## src/rtl/score_keeper.sv

```systemverilog
// Score, lives and result-display bookkeeping for the memory game.
// Optional best-score tracking is built when SCORE_KEEPER_HIGH_SCORE_EN is defined.
module score_keeper #(
  parameter int unsigned START_LIVES = 3,
  parameter int unsigned HOLD_TICKS  = 4
) (
  input  logic        clock,
  input  logic        reset,
  input  logic        tick,
  input  logic        new_game,
  input  logic        inc_point,
  input  logic        dec_point,
  output logic [11:0] score_bcd,
  output logic [2:0]  lives,
  output logic [1:0]  display_state,
  output logic        game_over,
  output logic [11:0] best_bcd
);

  localparam int unsigned SCORE_W = 12;
  localparam int unsigned LIVES_W = 3;
  localparam int unsigned HOLD_W  = 4;
  localparam int unsigned DISP_W  = 2;

  localparam logic [LIVES_W-1:0] LIVES_INIT = LIVES_W'(START_LIVES);
  localparam logic [HOLD_W-1:0]  HOLD_INIT  = HOLD_W'(HOLD_TICKS);
  localparam logic [SCORE_W-1:0] SCORE_MAX  = 12'h999;

  typedef enum logic [2:0] {
    S_IDLE,
    S_PLAY,
    S_SHOW_OK,
    S_SHOW_ERR,
    S_OVER
  } state_e;

  state_e               state_q, state_d;
  logic [SCORE_W-1:0]   score_q, score_d;
  logic [LIVES_W-1:0]   lives_q, lives_d;
  logic [HOLD_W-1:0]    hold_q, hold_d;
  logic [DISP_W-1:0]    disp_q, disp_d;
  logic                 over_q, over_d;
  logic [SCORE_W-1:0]   score_inc_c;
  logic                 take_best_c;

  // Saturating three-digit BCD increment
  always_comb begin
    score_inc_c = score_q;
    if (score_q != SCORE_MAX) begin
      if (score_q[3:0] != 4'd9) begin
        score_inc_c[3:0] = score_q[3:0] + 4'd1;
      end else begin
        score_inc_c[3:0] = 4'd0;
        if (score_q[7:4] != 4'd9) begin
          score_inc_c[7:4] = score_q[7:4] + 4'd1;
        end else begin
          score_inc_c[7:4]  = 4'd0;
          score_inc_c[11:8] = score_q[11:8] + 4'd1;
        end
      end
    end
  end

  // Next-state and registered-output decode
  always_comb begin
    state_d     = state_q;
    score_d     = score_q;
    lives_d     = lives_q;
    hold_d      = hold_q;
    take_best_c = 1'b0;
    if (new_game) begin
      state_d     = S_PLAY;
      score_d     = '0;
      lives_d     = LIVES_INIT;
      hold_d      = '0;
      take_best_c = 1'b1;
    end else begin
      case (state_q)
        S_PLAY, S_SHOW_OK, S_SHOW_ERR: begin
          if (dec_point) begin
            lives_d = lives_q - LIVES_W'(1);
            if (lives_q == LIVES_W'(1)) begin
              state_d     = S_OVER;
              hold_d      = '0;
              take_best_c = 1'b1;
            end else begin
              state_d = S_SHOW_ERR;
              hold_d  = HOLD_INIT;
            end
          end else if (inc_point) begin
            score_d = score_inc_c;
            state_d = S_SHOW_OK;
            hold_d  = HOLD_INIT;
          end else if (tick && state_q != S_PLAY) begin
            if (hold_q <= HOLD_W'(1)) begin
              hold_d  = '0;
              state_d = S_PLAY;
            end else begin
              hold_d = hold_q - HOLD_W'(1);
            end
          end
        end
        default: ;
      endcase
    end

    case (state_d)
      S_SHOW_OK:  disp_d = 2'd1;
      S_SHOW_ERR: disp_d = 2'd2;
      S_OVER:     disp_d = 2'd3;
      default:    disp_d = 2'd0;
    endcase
    over_d = (state_d == S_OVER);
  end

  always_ff @(posedge clock or posedge reset) begin
    if (reset) begin
      state_q <= S_IDLE;
      score_q <= '0;
      lives_q <= LIVES_INIT;
      hold_q  <= '0;
      disp_q  <= '0;
      over_q  <= 1'b0;
    end else begin
      state_q <= state_d;
      score_q <= score_d;
      lives_q <= lives_d;
      hold_q  <= hold_d;
      disp_q  <= disp_d;
      over_q  <= over_d;
    end
  end

`ifdef SCORE_KEEPER_HIGH_SCORE_EN
  logic [SCORE_W-1:0] best_q, best_d;

  // Packed BCD orders the same as the decimal value, so a plain compare suffices
  always_comb begin
    best_d = best_q;
    if (take_best_c && (score_q > best_q)) begin
      best_d = score_q;
    end
  end

  always_ff @(posedge clock or posedge reset) begin
    if (reset) begin
      best_q <= '0;
    end else begin
      best_q <= best_d;
    end
  end

  assign best_bcd = best_q;
`else
  logic unused_best_c;
  assign unused_best_c = take_best_c;
  assign best_bcd      = 12'h000;
`endif

  assign score_bcd     = score_q;
  assign lives         = lives_q;
  assign display_state = disp_q;
  assign game_over     = over_q;

endmodule

```

## config.mk

```make
export PLATFORM = sky130hd
export DESIGN_NAME = score_keeper
export DESIGN_NICKNAME = d
export VERILOG_FILES = /design/src/rtl/score_keeper.sv
export SDC_FILE = /design/constraint.sdc
export NUM_CORES = 1
export LEC_CHECK = 0
export BUFFER_PORTS_ARGS = -buffer_cell sky130_fd_sc_hd__buf_2
export CORE_UTILIZATION = 57
export DETAILED_ROUTE_END_ITERATION = 7
export PLACE_DENSITY = 0.87
export SLEW_MARGIN = 25
export SYNTH_ARGS = -nofsm -noshare
export SYNTH_HDL_FRONTEND = slang
export SYNTH_SLANG_ARGS = --single-unit
```

## constraint.sdc

```tcl
create_clock -name clock -period 5.2 [get_ports clock]
set_input_delay 0.26 -clock clock [delete_from_list [all_inputs] [get_ports clock]]
set_output_delay 0.26 -clock clock [all_outputs]
set_load 0.01 [all_outputs]
```

==> key figures <==
Power
  • Register share of total power: 56.4%
  • Combinational Power Share: 21.0%
  • Internal power: approximately 0.27 mW
  • Total Power: between 0.3 and 0.4 mW
  • Leakage: 0.8166 nW
  • Power share of the clock group: 22.6%
  • PD cells: about 240 nW/um2
  • Sw Ratio: between 30% and 40%
  • Switching power: between 0.1 and 0.15 mW
  • Maximum vdd drop: between 0.15 and 0.2 mV

Route
  • Final wirelength: 2900 um
  • Via-to-Cell Ratio: roughly 5.6
  • DR iter-0 viols: 26
  • # DRC: 0
  • DR pass1 iterations: 4
  • Detailed-route via count: 1238
  • WL/cell: 13.12 um
  • DRT antenna net count: 0

Placement
  • HPWL after DPL: 2153 um
  • Final RePlAce weighted congestion: 0.8870
  • Worst slack at placement: 3.208 ns
  • Port bufs: 23
  • Placed cell count: around 220
  • Placed instance area: approximately 1600 um2

Timing
  • Ratio of final minimum period to clock period: 38.85%
  • Peak Freq: a little under 500 MHz
  • RSZ-0062 raised after global routing: no
  • Skew final: 0.006796 ns
  • Final Hold Fails: 20
  • Slew headroom: 40.70%
  • Setup_tns: 0 ns
  • Final hold slack: -0.008302 ns
  • Setup ws final: roughly 3.2 ns
  • Final setup violation count: 0
  • Fin crit period: about 2.0 ns
  • Worst-margin pin slew: 0.8840 ns
  • Slew Limit Fails: 0

CTS
  • Clock tree from TritonCTS: built
  • H-tree levels: 1
  • Maximum clock insertion buffer count: 2
  • Reg clk slew, reported paths: 0.14 ns
  • Clock latency on the worst-skew pair: 0.32 ns
  • Post-cts resize count: 0
  • Clock Tree Root: clkbuf_4
  • Clk sinks: 25
  • Post-CTS setup buffer count: 0
  • CTS buffer count: 3
  • Cts hold-fix bufs: 0

Final layout
  • Share of cells above drive strength 1: about 17%
  • Most common cell after layout, fill and taps aside: nor2_1
  • Layout Utilization: 65.43%
  • Layout area overhead: 6.629%
  • Cell Count, Final, Fillers Out: 221
  • Commonest cells after routing, fill and taps aside: nor2_1, dfrtp_1, buf_2
  • # nets final: roughly 210
  • Multi-input logic area: 804.5 um2
  • Antenna Cells: 0
  • Final instance area: 1650 um2
  • Register area: 628.1 um2
  • Filler cell count: around 200

Run
  • Max-cap violations: 0

Yosys
  • Seq/Total Area, Yosys: 40.58%
  • Post-synth EDFFs: 0
  • Fraction of registers with async set or reset after synthesis: 100.0%
  • Yosys warning total: 0
  • Mapped Cells: 170
  • Top_reg_cell synth: dfrtp_1
  • Average cell area after synthesis: 9.104 um2
  • Seq cells post-synth: 25
  • Count of cell types in the netlist: between 40 and 50
  • Cell Area, Synth: 1548 um2

Critical path
  • Crit. End Element: flop
  • WP data required: 5.46 ns
  • Slowest cell on the critical path: dfrtp_1
  • WS Path Type: flop to flop
  • CP max FO: 7
  • Worst Setup Start Kind: flop
  • Crit path DAT: 2.28 ns
  • CP Cell Sequence: ha_1 > and3b_4 > a311o_1 > nor3_1 > mux2_1 > nor2_1
  • Slowest stage delay, CP: roughly 0.46 ns

Die
  • Die W: 54.11 um
  • Core region area: ~2500 um2
  • Die Y: 54.11 um
  • # rows: 18
  • Initial core utilization: 61.36%
  • Die area: 2928 um2
  • # IOs: 36

Global routing
  • Number of global-route vias before repair: 1091
  • First-pass GRT wire length: roughly 4700 um
  • Total track usage: 22.45%
  • Pin count of the biggest net entering global routing: 26
  • Global route overflow: 0
  • Initial antenna violation count: 0

Status
  • Status: finished with violations
  • Failing checks: hold timing

Hold path
  • Worst hold-check path type: input port to asynchronous set/reset pin
## power groups by stage
stage	clock network [mW]	registers (mW)	logic (mW)
2_1_floorplan	0	0.225	0.0658
3_3_place_gp	0	0.224	0.0785
3_5_place_dp	0	0.224	0.0826
4_1_cts	0.0894	0.221	0.0825
5_1_grt	0.0994	0.223	0.0956
6_report	0.0885	0.221	0.0825
## cells by family (layout without fill, tap and decap cells)
group	count (synthesis)	after routing	synth area share, %
flops	25	25	40.58
buf+inv	27	37	10.10
fa+ha+maj	10	10	8.084
simple gates	65	65	21.75
mux	3	3	2.021
other cells	1	12	0.2423
xor+xnor	5	5	2.830
compound gates	34	34	14.39
## Yosys cell counts, drive strengths merged, types with 3 or more instances
cell	n	area, um2
o31ai	3	22.52
nand2b	6	37.54
xnor2	3	26.28
and3b	3	30.03
ha	10	125.1
dfrtp	23	575.6
nand2	8	30.03
inv	10	37.54
nor2	24	90.09
nor3	8	40.04
buf	15	110.1
nand3	3	15.01
o21ai	8	40.04
a21oi	9	45.04
## critical path, delay by kind of cell (launching register included)
family                     cells  cell delay (ns)
and+or+nand+nor                3             0.50
DFF                            1             0.46
muxes                          1             0.33
AOI/OAI and AO/OA              1             0.43
adders and majority gates      1             0.23
## layer usage
layer | share of wire [%] | wire [um] | GRT usage, % | vias to the layer above
met4 | 0.52 | 15 | 7.265 | 0
met1 | 47 | 1362 | 31.17 | 595
li1 | - | - | - | 604
met3 | 4.0 | 117 | 4.237 | 2
met2 | 48 | 1405 | 34.98 | 37
met5 | 0 | 0 | 0 | -
## final cells by class
| class | instances | share of cell area (%) |
|---|---|---|
| Clock buffer | 3 | 1.365 |
| Multi-Input combinational cell | 129 | 48.75 |
| Inverter | 10 | 2.274 |
| Tap cell | 30 | 2.274 |
| Sequential cell | 25 | 38.06 |
| Clock inverter | 1 | 0.3033 |
| Timing Repair Buffer | 23 | 6.975 |
## flip-flops by register name, indices dropped and copies added, names as in the netlist
| register | count |
|---|---|
| score_bcd | 12 |
| game_over | 1 |
| display_state | 2 |
| lives | 3 |
| state_q | 3 |
| hold_q | 4 |
## final timing paths
| kind | startpoint | endpoint | slack (ns) | cells past startpoint |
|---|---|---|---|---|
| max in group asynchronous | reset | game_over | 4.80 | 2 |
| worst min register to register | hold_q[1] | hold_q[1] | 0.55 | 2 |
| worst max register to register | score_bcd[0] | score_bcd[7] | 3.18 | 6 |
| worst max-delay path | score_bcd[0] | score_bcd[7] | 3.18 | 6 |
| min in group clock | new_game | score_bcd[5] | 0.32 | 2 |
| worst min-delay path | reset | hold_q[1] | -0.008 | 2 |
Power figures use the tool's default switching activity.
